==> src/rtl/alu_share_arbiter.sv <==
// Round-robin arbiter that time-shares one combinational ALU between the core execute
// path (port 0) and the address/CSR unit (port 1), one operation in flight at a time.
module alu_share_arbiter #(
    parameter int unsigned WIDTH = 32
) (
    input  logic             clk,
    input  logic             rst_n,
    input  logic             req_valid_0,
    input  logic             req_valid_1,
    output logic             req_ready_0,
    output logic             req_ready_1,
    input  logic [WIDTH-1:0] req_a_0,
    input  logic [WIDTH-1:0] req_a_1,
    input  logic [WIDTH-1:0] req_b_0,
    input  logic [WIDTH-1:0] req_b_1,
    input  logic [3:0]       req_ctrl_0,
    input  logic [3:0]       req_ctrl_1,
    output logic             rsp_valid_0,
    output logic             rsp_valid_1,
    input  logic             rsp_ready_0,
    input  logic             rsp_ready_1,
    output logic [WIDTH-1:0] rsp_data,
    output logic             rsp_zero,
    output logic             rsp_err,
    output logic [WIDTH-1:0] alu_a,
    output logic [WIDTH-1:0] alu_b,
    output logic [3:0]       alu_ctrl,
    input  logic [WIDTH-1:0] alu_result,
    output logic             busy
);

    localparam int unsigned CTRL_W   = 4;
    localparam logic [CTRL_W-1:0] CTRL_MAX = CTRL_W'(4'b1001);

    typedef enum logic [1:0] {
        IDLE  = 2'd0,
        ISSUE = 2'd1,
        RESP  = 2'd2
    } state_t;

    state_t            state;
    state_t            state_nxt;
    logic              owner;
    logic              last_grant;

    logic              any_req_c;
    logic              grant_c;
    logic              accept_c;
    logic              illegal_c;
    logic              rsp_hs_c;
    logic [WIDTH-1:0]  sel_a_c;
    logic [WIDTH-1:0]  sel_b_c;
    logic [CTRL_W-1:0] sel_ctrl_c;

    // Round-robin pick: on a tie the port that did not win last time goes first.
    always_comb begin
        any_req_c = req_valid_0 | req_valid_1;
        grant_c   = 1'b0;
        if (req_valid_0 && req_valid_1) begin
            grant_c = ~last_grant;
        end else if (req_valid_1) begin
            grant_c = 1'b1;
        end
    end

    always_comb begin
        sel_a_c    = grant_c ? req_a_1    : req_a_0;
        sel_b_c    = grant_c ? req_b_1    : req_b_0;
        sel_ctrl_c = grant_c ? req_ctrl_1 : req_ctrl_0;
        illegal_c  = (sel_ctrl_c > CTRL_MAX);
        accept_c   = (state == IDLE) && any_req_c;
        rsp_hs_c   = (state == RESP) && (owner ? rsp_ready_1 : rsp_ready_0);
    end

    assign req_ready_0 = accept_c && !grant_c;
    assign req_ready_1 = accept_c &&  grant_c;
    assign rsp_valid_0 = (state == RESP) && !owner;
    assign rsp_valid_1 = (state == RESP) &&  owner;
    assign busy        = (state != IDLE);

    always_ff @(posedge clk or negedge rst_n) begin
        if (!rst_n) begin
            state <= IDLE;
        end else begin
            state <= state_nxt;
        end
    end

    always_comb begin
        state_nxt = state;
        case (state)
            IDLE: begin
                if (accept_c) begin
                    state_nxt = illegal_c ? RESP : ISSUE;
                end
            end
            ISSUE: state_nxt = RESP;
            RESP: begin
                if (rsp_hs_c) begin
                    state_nxt = IDLE;
                end
            end
            default: state_nxt = IDLE;
        endcase
    end

    // ALU operand registers double as the request capture; they are non-zero only in ISSUE.
    always_ff @(posedge clk or negedge rst_n) begin
        if (!rst_n) begin
            owner      <= 1'b0;
            last_grant <= 1'b1;
            alu_a      <= '0;
            alu_b      <= '0;
            alu_ctrl   <= '0;
            rsp_data   <= '0;
            rsp_zero   <= 1'b0;
            rsp_err    <= 1'b0;
        end else begin
            if (accept_c) begin
                owner      <= grant_c;
                last_grant <= grant_c;
                if (illegal_c) begin
                    rsp_data <= '0;
                    rsp_zero <= 1'b0;
                    rsp_err  <= 1'b1;
                end else begin
                    alu_a    <= sel_a_c;
                    alu_b    <= sel_b_c;
                    alu_ctrl <= sel_ctrl_c;
                end
            end
            if (state == ISSUE) begin
                rsp_data <= alu_result;
                rsp_zero <= (alu_result == '0);
                rsp_err  <= 1'b0;
                alu_a    <= '0;
                alu_b    <= '0;
                alu_ctrl <= '0;
            end
        end
    end

endmodule

==> config.mk <==
export PLATFORM = sky130hd
export DESIGN_NAME = alu_share_arbiter
export DESIGN_NICKNAME = d
export VERILOG_FILES = /design/src/rtl/alu_share_arbiter.sv
export SDC_FILE = /design/constraint.sdc
export NUM_CORES = 1
export LEC_CHECK = 0
export BUFFER_PORTS_ARGS = -buffer_cell sky130_fd_sc_hd__buf_2
export CAP_MARGIN = 20
export CORE_AREA = 2 2 110 112
export DETAILED_ROUTE_END_ITERATION = 10
export DIE_AREA = 0 0 112 114
export MAX_ROUTING_LAYER = met4
export PLACE_DENSITY = 0.79
export SETUP_SLACK_MARGIN = 0.3
export SYNTH_ARGS = -nofsm -noshare
export SYNTH_HDL_FRONTEND = slang
export SYNTH_SLANG_ARGS = --single-unit
==> constraint.sdc <==
create_clock -name clk -period 3.3 [get_ports clk]
set_input_delay 0.33 -clock clk [delete_from_list [all_inputs] [get_ports clk]]
set_output_delay 0.33 -clock clk [all_outputs]
set_load 0.005 [all_outputs]
# Word level (Yosys, flattened, before mapping)
# Index checks and enable logic that the tools add are counted.
# totals
reg_bits,106
in_bits,174
output_inout_bits,107
word_cells,62
# classes
n_lt_le_gt_ge,1
eq_ne,5
n_mux,28
n_bitwise,2
reduce_logical,17
# ops
cell,count
$mux W32,11
$logic_not A32 Y1,1
$mux W4,4
$mux W1,9
$logic_and A1 B1 Y1,7
$mux W2,3
$pmux W2 S3,1
$reduce_and A2 Y1,3
$reduce_bool A2 Y1,3
$gt A4 B4 Y1 const B,1
$ne A2 B2 Y1 const B,2
$eq A2 B1 Y1 const B,1
$eq A2 B2 Y1 const B,1
$logic_not A1 Y1,2
$logic_not A2 Y1,1
$ne A2 B1 Y1 const B,1
$not A1 Y1,1
$or A1 B1 Y1,1

# Longest topological paths before layout
# Gate-level depths: netlist of run 1.
# logic_depth
depth_word,7
mapped_depth,7
mapped_depth_nobuf,4

# Worst setup path after synthesis of run 1
# No wires, ideal clock.
# synth_timing
path_type,register -> register
from,reg last_grant
to,reg alu_a[0]
arrival_ns,1.589
required_time_ns,3.162
slack_ns,1.573
stages_incl_launch_ff,8
n_path_buf,3
synth_period_minus_slack_ns,1.727
cell_sequence,dfstp_2 > a21bo_1 > buf_2 > mux2_4 > buf_6 > buf_4 > a21oi_1 > a211oi_1
# synth_between
elab_chain_cells,6
word_cells_on_any_way,10
classes_between,order compare: 1; eq/ne: 1; mux: 6; bitwise: 1; reduce/logical: 1
# synth_lines
item,line_no,rtl
"start, declared",44,logic last_grant;
"start signal, assigned",121,last_grant <= grant_c;
$not A1 Y1 *,60,grant_c = ~last_grant;
$mux W1 *,59,if (req_valid_0 && req_valid_1) begin
$mux W4 / $mux W32 (equally long branches),"69, 67",
$gt A4 B4 Y1 / $mux W32 (equally long branches),"70, 122",
$ne A2 B1 Y1 (no source line) / $mux W32 (equally long branches),-,
$reduce_and A2 Y1 (no source line) / $mux W32 (equally long branches),-,
"end signal, assigned",127,alu_a <= sel_a_c;
"end, declared",25,"output logic [WIDTH-1:0] alu_a,"
# Mark *: on every way between the ends. The rest lies on a longest branch, timed or not. The select of a mux whose other input is x is not followed.
# A chain may end at the register's enable or synchronous reset.

# Worst setup path in the final report of run 1
# layout_timing
from,reg last_grant
to,reg rsp_data[8]
# layout_between
elab_chain_cells,6
# layout_lines
item,line_no,rtl
$not A1 Y1,60,
$mux W1,59,
$mux W4,69,sel_ctrl_c = grant_c ? req_ctrl_1 : req_ctrl_0;
$gt A4 B4 Y1,70,illegal_c = (sel_ctrl_c > CTRL_MAX);
$reduce_bool A2 Y1 (no source line),-,
$reduce_and A2 Y1 (no source line),-,
"end signal, assigned",133,rsp_data <= alu_result;
"end, declared",22,"output logic [WIDTH-1:0] rsp_data,"
# No other way between the ends.

==> results of run 1 <==
## placed cells by master (no fill, tap or decap), types with 2 or more instances in the layout
| cell type | count |
|---|---|
| a211oi_1 | 67 |
| a21o_1 | 2 |
| a21oi_1 | 68 |
| buf_2 | 279 |
| buf_4 | 11 |
| clkbuf_16 | 9 |
| clkinv_4 | 2 |
| dfrtp_1 | 105 |
| mux2i_1 | 69 |
| nand2_1 | 67 |
| nand3_1 | 2 |
| nor2_1 | 2 |
| nor2_4 | 2 |
| nor4_1 | 8 |
| o21ai_0 | 30 |
| o21ai_1 | 4 |
## through the flow
| step | cells | worst slack, ps |
|---|---|---|
| floorplan | 491 | 1570 |
| global placement | 880 | 834 |
| detailed placement | 880 | 712 |
| CTS | 896 | 698 |
| global route | 897 | 534 |
| finish | 897 | 714 |
## state kept, by name (all words and copies together) (netlist names)
| register | flops |
|---|---|
| rsp_data | 32 |
| rsp_err | 1 |
| rsp_zero | 1 |
| alu_ctrl | 4 |
| alu_a | 32 |
| last_grant | 1 |
| state | 2 |
| alu_b | 32 |
| owner | 1 |
## per-layer routing
layer	up-vias	track usage
met5	-	-
met4	0	0.0829
met3	25	0.0414
met2	234	0.396
met1	2332	0.273
li1	2309	-
## cell usage after synthesis, types with 2 or more instances
master	instances	share of area
buf_6	2	0.0044
clkbuf_2	3	0.0029
dfrtp_1	105	0.52
nand2_1	67	0.049
nand3_1	2	0.0020
clkbuf_1	16	0.012
nor4_1	8	0.0098
buf_2	23	0.023
a21o_1	2	0.0029
nor2_1	2	0.0015
o21ai_0	30	0.029
o21ai_1	4	0.0039
buf_4	4	0.0059
mux2i_1	69	0.14
nor2_2	2	0.0025
a21oi_1	68	0.067
a211oi_1	67	0.099
## critical path: stages, from the launching register on
cell     delay (ps)
dfstp_2         550
a21bo_4         160
mux2_4          550
nor2_2          870
o21ai_0         270
## worst min-delay path by stage
stage / start / endpoint / slack (ps) / cells after the start
floorplan: rst_n / alu_a[0]$_DFFE_PN0P_ / 30 / 0
global placement: rsp_err$_DFFE_PN0P_ / rsp_err$_DFFE_PN0P_ / 460 / 2
CTS: alu_result[23] / rsp_data[23]$_DFFE_PN0P_ / 200 / 3
global route: rst_n / alu_b[19]$_DFFE_PN0P_ / 30 / 1
finish: rst_n / alu_b[19]$_DFFE_PN0P_ / -10 / 1
detailed placement: alu_ctrl[3]$_DFFE_PN0P_ / alu_ctrl[3]$_DFFE_PN0P_ / 480 / 1
## area by class of cell
class	count	area [µm²]	share of cell area
clock buffers	10	229	0.0335
clock inverters	6	50.0	0.00732
multi-input cells	337	2220	0.324
flip-flops and latches	106	2650	0.388
well taps	147	184	0.0269
repair buffers	291	1510	0.220
## power groups by stage
stage	registers, W	clock network (W)	logic [W]
6_report	0.00225	0.00102	0.00242
5_1_grt	0.00232	0.00109	0.00270
4_1_cts	0.00225	0.00104	0.00245
3_5_place_dp	0.00226	0	0.00246
3_3_place_gp	0.00226	0	0.00236
2_1_floorplan	0.00229	0	0.00136
## kinds of logic (layout without fill, tap and decap cells)
group	after synthesis	after routing	share of synthesized area
muxes	71	71	0.143
AOI/OAI and AO/OA	174	174	0.207
buffers and inverters	48	307	0.0477
and+or+nand+nor	92	92	0.0813
DFF	106	106	0.521
==> impl_metrics.json, run 1 <==
{
  "synth-seq-cells": 106,
  "status": "complete, but fails checks",
  "synthToLayoutAreaGrowth_pct": 34.3,
  "drv_cap": 0,
  "io_buffer_count": 280,
  "clockBufferDepth": 2,
  "yosysWarnings": 0,
  "timing.rr.start": "last_grant$_DFFE_PN1P_",
  "vdd_drop_max_uv": 399,
  "hold_buffers": 0,
  "grt_pass1_vias": 4862,
  "fin_crit_sh": 0.784,
  "die_x_um": 112,
  "cts_root_buf": "clkbuf_16",
  "final_hold_viol_count": 4,
  "nets": 919,
  "synth_ff_type": "dfrtp_1",
  "die-area_mm2": 0.0128,
  "drive_above_1_share": 0.421,
  "post_drt_wl_per_cell_um": 16.5,
  "cts_buffers": 9,
  "rr_worst_depth": 4,
  "drv_slew": 0,
  "drt-pass1-iter-count": 6,
  "die_height_um": 114,
  "p_sw_w": 0.00217,
  "start_util": 0.435,
  "final_util": 0.584,
  "fin_area_mm2": 0.00684,
  "slew_headroom": 0.323,
  "setup_viol": 0,
  "arrival_ps": 2750,
  "wl_met3_um": 1050,
  "intPower_w": 0.00352,
  "num_rows": 40,
  "num_vias": 4900,
  "hpwl_um": 10900,
  "post_dp_cell_area_mm2": 0.00653,
  "finClkSkew_ps": 7.66,
  "post_drt_via_cell_ratio": 5.46,
  "path_clk_slew_ps": 70,
  "avgSynthCellArea_um2": 10.4,
  "power_w": 0.00570,
  "cp-endpoint": "rsp_data[8]$_DFFE_PN0P_",
  "fp.coreArea_mm2": 0.0117,
  "endpoint_kind": "flip-flop",
  "rsz0062_at_grt": "false",
  "synth_cells": 491,
  "cts.sinks": 106,
  "grt_first_pass_wirelength_um": 23200,
  "grt_max_degree": 93,
  "hold_ws_ps": -11.0,
  "async_flop_share": 1.00,
  "cts_max_level": 3,
  "ant_nets": 0,
  "synth_edf_count": 0,
  "start_kind": "flip-flop",
  "pwr-share-seq": 0.396,
  "drt-total-wl_um": 14800,
  "worst_pin_slew_ps": 1010,
  "violations": "hold timing",
  "antenna_found_initial": 0,
  "clock_latency_ps": 330,
  "crit_type": "reg2reg",
  "grt_overflow": 0,
  "synth_nets": 665,
  "wl_met2_um": 7650,
  "final.min_clock_period_ps": 2590,
  "critPathRequiredTime_ps": 3460,
  "postCtsSetupRepairBufs": 0,
  "syn_area_mm2": 0.00509,
  "critical_path.max_fanout": 68,
  "crit_start": "last_grant$_DFFE_PN1P_",
  "diodes": 0,
  "fill_cells": 991,
  "yosysUniqueCellTypes": 34,
  "seq_area_frac_synth": 0.521,
  "max_freq_mhz": 387,
  "r2r-end": "rsp_data[8]$_DFFE_PN0P_",
  "totalNegativeSetupSlack_ps": 0,
  "cellLeakagePower_nw": 3.54,
  "drc_errors": 0,
  "grt_usage": 0.230,
  "drt_iter0_drc": 408,
  "p_comb_frac": 0.426,
  "reg2reg_setup_slack_ps": 710,
  "gp_congestion": 0.875,
  "cts_resized": 0,
  "wl_met1_um": 5820,
  "p_clk_frac": 0.179,
  "p_sw_frac": 0.382,
  "powerDensity_mw_per_mm2": 833,
  "cts_tree": "yes",
  "dr.max_layer_used": "met4",
  "worstHoldPathType": "in2async",
  "boundaryPins": 281
}
No activity file was read; power rests on OpenSTA's default activity.
==> run 2: changes to the inputs <==
Settings changed: CORE_AREA 2 2 110 112 to default, CORE_ASPECT_RATIO from default to 1.5, CORE_UTILIZATION from default to 41, DIE_AREA 0 0 112 114 to default, PLACE_DENSITY 0.79 to 0.78.
Clock period 3.3 ns to 2.3 ns, I/O delays scaled along.
==> run 2 against run 1 <==
Critical endpoint is now req_ready_0. Sequential power rose by 44%. Utilization fell by 0.71 points. The run now ends clean. Non-clock buffer count rose by 3. Critical path type is now reg2out.
==> impl_metrics.json, run 2 (synthesis results as in run 1) <==
{
  "grt_first_pass_wirelength_um": 23100,
  "die_height_um": 139,
  "fin_crit_sh": 0.853,
  "num_rows": 49,
  "cellLeakagePower_nw": 3.60,
  "final_hold_viol_count": 0,
  "critical_path.max_fanout": 39,
  "drv_slew": 0,
  "post_drt_via_cell_ratio": 5.43,
  "worst_pin_slew_ps": 692,
  "clock_latency_ps": 350,
  "cts_tree": "yes",
  "post_drt_wl_per_cell_um": 16.3,
  "die_x_um": 93.0,
  "totalNegativeSetupSlack_ps": 0,
  "clockBufferDepth": 2,
  "cts_root_buf": "clkbuf_16",
  "rsz0062_at_grt": "true",
  "critPathBufInv": 2,
  "cp_slowest_stage_delay_ps": 440,
  "powerDensity_mw_per_mm2": 1220,
  "nets": 922,
  "critPathSlowestCell": "dfrtp_1",
  "status": "finished clean",
  "slew_headroom": 0.539,
  "fill_cells": 1006,
  "post_dp_cell_area_mm2": 0.00663,
  "endpoint_kind": "primary output",
  "cts.sinks": 106,
  "drive_above_1_share": 0.425,
  "postCtsSetupRepairBufs": 0,
  "die-area_mm2": 0.0129,
  "worstHoldPathType": "in2reg",
  "reg_top3": "alu_a x32, alu_b x32, rsp_data x32",
  "cts_buffers": 9,
  "grt_max_degree": 63,
  "max_freq_mhz": 510,
  "arrival_ps": 1730,
  "hpwl_um": 11000,
  "drc_errors": 0,
  "ant_nets": 0,
  "grt_usage": 0.231,
  "start_kind": "flip-flop",
  "boundaryPins": 281,
  "drt-pass1-iter-count": 5,
  "vdd_drop_max_uv": 510,
  "path_clk_slew_ps": 70,
  "gp_congestion": 0.783,
  "setup_viol": 0,
  "cts_max_level": 3,
  "diodes": 0,
  "drt_iter0_drc": 163,
  "num_vias": 4922,
  "fin_area_mm2": 0.00697,
  "start_util": 0.422,
  "layout_common_cells": "279 x buf_2, 105 x dfrtp_1, 69 x mux2i_1, 68 x a21oi_1",
  "grt_pass1_vias": 4827,
  "crit_family": "simple AND/OR/NAND/NOR gates",
  "critPathRequiredTime_ps": 2070,
  "synthToLayoutAreaGrowth_pct": 36.8,
  "grt_overflow": 0,
  "antenna_found_initial": 0,
  "path_cells": "or2_4 > nor2_4 > buf_12 > and2_1 > buf_2",
  "final.min_clock_period_ps": 1960,
  "drv_cap": 0,
  "final_common_cell": "buf_2",
  "crit_type": "reg2out",
  "io_buffer_count": 280,
  "fp.coreArea_mm2": 0.0121,
  "drt-total-wl_um": 14700,
  "finClkSkew_ps": 7.23
}
run 2: cell types whose count changed in the layout (fill, tap and decap cells not counted), sizes merged:
cell / delta
clkinvlp: -1
bufinv: +2
buf: +2
inv: -1
dlygate4sd3: +1
run 2: layer usage:
metal	vias to the layer above	part of all wire	track usage
li1	2305	-	-
met1	2315	0.38	0.255
met2	260	0.53	0.404
met3	42	0.063	0.0369
met4	0	0.033	0.100
met5	-	0	-
run 2: path summary, 6_finish.rpt:
check	startpoint	end	slack, ps	cells after the start
max	state[0]$_DFFE_PN0P_	req_ready_0	340	5
min	alu_result[15]	rsp_data[15]$_DFFE_PN0P_	110	3
max reg2reg	state[0]$_DFFE_PN0P_	alu_b[30]$_DFFE_PN0P_	450	5
min reg2reg	rsp_err$_DFFE_PN0P_	rsp_err$_DFFE_PN0P_	480	2
max in group asynchronous	rst_n	alu_a[2]$_DFFE_PN0P_	1100	3
min in group asynchronous	rst_n	alu_b[3]$_DFFE_PN0P_	480	2
run 2: area by class of cell:
class / instances / area (µm²) / area share
Tap cell: 153 / 191 / 0.0275
Clock inverter: 6 / 87.6 / 0.0126
Timing Repair Buffer: 294 / 1580 / 0.226
Sequential cell: 106 / 2650 / 0.381
Clock buffer: 10 / 239 / 0.0343
Multi-Input combinational cell: 337 / 2220 / 0.318
run 2: per-stage QoR:
step	setup slack [ps]	total power, W	hold WS [ps]	std cells	utilization
floorplan	573	0.00523	-65.6	491	-
global placement	541	0.00667	278	889	0.549
detailed placement	437	0.00685	297	889	0.549
CTS	306	0.00854	104	906	0.576
global route	276	0.00907	118	906	0.577
finish	338	0.00849	114	906	0.577
run 2: worst register-to-register path: cells and delay by family (launching register included):
kind	cells	cell delay (ps)
and+or+nand+nor	3	720
DFF	1	440
buffers and inverters	1	370
AOI/OAI and AO/OA	1	170
run 2: repair_timing:
| item | CTS | global route |
|---|---|---|
| setup endpoints to repair | 0 | 2 |
| endpoints found under the hold margin | 47 | 0 |
| hold buffers | 1 | 0 |
| gates resized for setup | 0 | 2 |
run 2: where the power goes:
part	switching, W	total [W]	internal (W)
clock network	0.000685	0.00167	0.000986
registers	0.000506	0.00325	0.00275
logic	0.00193	0.00357	0.00164
==> run 3: changes to the inputs <==
Settings changed: PLACE_DENSITY 0.78 to 0.74.
==> run 3 against run 2 <==
Global-route usage increased by 1.1 points. Combinational power increased by 3%. Worst hold slack got worse by 9.6 ps. Largest cell class unchanged.
==> impl_metrics.json, run 3 (synthesis results as in run 1) <==
{
  "reg2reg_setup_slack_ps": 430,
  "pwr-share-seq": 0.384,
  "final_common_cell": "buf_2",
  "diodes": 0,
  "gp_congestion": 0.815,
  "drt_iter0_drc": 186,
  "dp.cells": 892,
  "critPathSlowestCell": "dfstp_2",
  "ant_nets": 0,
  "cts_root_buf": "clkbuf_16",
  "max_freq_mhz": 512,
  "path_cells": "a21bo_4 > buf_16 > and2_1 > buf_2",
  "intPower_w": 0.00537,
  "clock_latency_ps": 350,
  "fin_area_mm2": 0.00703,
  "start_kind": "flip-flop",
  "cp_slowest_stage_delay_ps": 540,
  "wl_met2_um": 8050,
  "hp-start": "alu_result[10]",
  "final.min_clock_period_ps": 1950,
  "drive_above_1_share": 0.430,
  "num_rows": 49,
  "drt-pass1-iter-count": 4,
  "rsz0062_at_grt": "true",
  "p_sw_frac": 0.371,
  "grt_max_degree": 70,
  "rr_worst_depth": 5,
  "totalNegativeSetupSlack_ps": 0,
  "die-area_mm2": 0.0129,
  "layout_common_cells": "279 x buf_2, 105 x dfrtp_1, 69 x mux2i_1, 68 x a21oi_1",
  "hold_end": "rsp_data[10]$_DFFE_PN0P_",
  "post_drt_via_cell_ratio": 5.34,
  "wl_met1_um": 5720,
  "endpoint_kind": "primary output",
  "worstHoldPathType": "in2reg",
  "die_height_um": 139,
  "grt_first_pass_wirelength_um": 23900,
  "critical_path.max_fanout": 52,
  "slew_headroom": 0.711,
  "setup_viol": 0,
  "wl_met3_um": 942,
  "hold_ws_ps": 104,
  "critPathRequiredTime_ps": 2070,
  "grt_overflow": 0,
  "dr.max_layer_used": "met4",
  "p_sw_w": 0.00316,
  "die_x_um": 93.0,
  "nets": 930,
  "whs_path_depth": 3,
  "finClkSkew_ps": 9.13,
  "post_drt_wl_per_cell_um": 16.5,
  "boundaryPins": 281,
  "vdd_drop_max_uv": 492,
  "p_comb_frac": 0.430,
  "cts_buffers": 9,
  "crit_type": "reg2out",
  "path_clk_slew_ps": 70,
  "powerDensity_mw_per_mm2": 1210,
  "cts_max_level": 3,
  "hpwl_um": 11500,
  "num_vias": 4885,
  "final_hold_viol_count": 0,
  "p_clk_frac": 0.187,
  "instances_no_fill": 914,
  "cellLeakagePower_nw": 3.63,
  "clockBufferDepth": 2,
  "antenna_found_initial": 0,
  "timing.rr.start": "last_grant$_DFFE_PN1P_",
  "synthToLayoutAreaGrowth_pct": 38.0,
  "start_util": 0.422,
  "reg_top3": "alu_a x32, alu_b x32, rsp_data x32",
  "worst_pin_slew_ps": 429,
  "cts_tree": "yes",
  "drv_cap": 0,
  "drc_errors": 0,
  "r2r-end": "alu_b[10]$_DFFE_PN0P_",
  "fin_crit_sh": 0.850,
  "post_dp_cell_area_mm2": 0.00666,
  "status": "finished clean",
  "grt_usage": 0.242,
  "cts.sinks": 106,
  "drv_slew": 0,
  "arrival_ps": 1720,
  "fp.coreArea_mm2": 0.0121,
  "grt_pass1_vias": 4917,
  "drt-total-wl_um": 15100,
  "io_buffer_count": 280
}
run 3: cell types whose count changed in the layout (fill, tap and decap cells not counted), sizes merged:
cell      before  now
clkbuf        10   11
clkinvlp       0    1
inv            1    2
clkinv         3    1
buf          293  301
bufinv         2    1
run 3: worst max-delay path by stage:
stage,start,end,cells after the start
after floorplan,last_grant$_DFFE_PN1P_,alu_a[0]$_DFFE_PN0P_,7
after global placement,last_grant$_DFFE_PN1P_,rsp_data[20]$_DFFE_PN0P_,5
after detailed placement,req_ctrl_1[2],alu_b[10]$_DFFE_PN0P_,6
after CTS,state[1]$_DFFE_PN0P_,req_ready_0,4
after global routing,last_grant$_DFFE_PN1P_,req_ready_0,4
final,last_grant$_DFFE_PN1P_,req_ready_0,4
run 3: critical path: cells and delay by family (launching register included):
family / cells / cell delay, ps
flops: 1 / 540
compound gates: 1 / 200
simple gates: 1 / 170
buf+inv: 2 / 400
run 3: area by class of cell:
class | instances | area [µm²]
fill | 1049 | 5050
sequential | 106 | 2650
clock buffer | 11 | 253
timing repair buffer | 302 | 1660
multi-input combinational | 337 | 2220
tap | 153 | 191
clock inverter | 5 | 60.1
run 3: per-layer routing:
| metal | vias up | track usage |
|---|---|---|
| met5 | - | - |
| met4 | 0 | 0.102 |
| met3 | 36 | 0.0446 |
| met2 | 242 | 0.433 |
| met1 | 2283 | 0.257 |
| li1 | 2324 | - |
run 3: power groups by stage:
| stage | sequential (W) | clock, W | combinational, W |
|---|---|---|---|
| after floorplan | 0.00328 | 0 | 0.00195 |
| after global placement | 0.00327 | 0 | 0.00349 |
| after detailed placement | 0.00328 | 0 | 0.00364 |
| after CTS | 0.00327 | 0.00163 | 0.00363 |
| after global routing | 0.00337 | 0.00170 | 0.00407 |
| final | 0.00327 | 0.00159 | 0.00367 |
run 3: per-stage QoR:
step	total power [W]	utilization	worst slack (ps)
floorplan	0.00523	-	573
global placement	0.00676	0.551	466
detailed placement	0.00693	0.551	362
CTS	0.00853	0.578	318
global route	0.00914	0.582	277
finish	0.00854	0.582	346
run 3: what timing repair did:
item | 4_1_cts | 5_1_grt
pin swaps | 1 | 1
hold buffers | 1 | 0
setup buffers | 0 | 5
gates resized for setup | 0 | 2
endpoints found under the hold margin | 20 | 0
setup endpoints to repair | 1 | 17
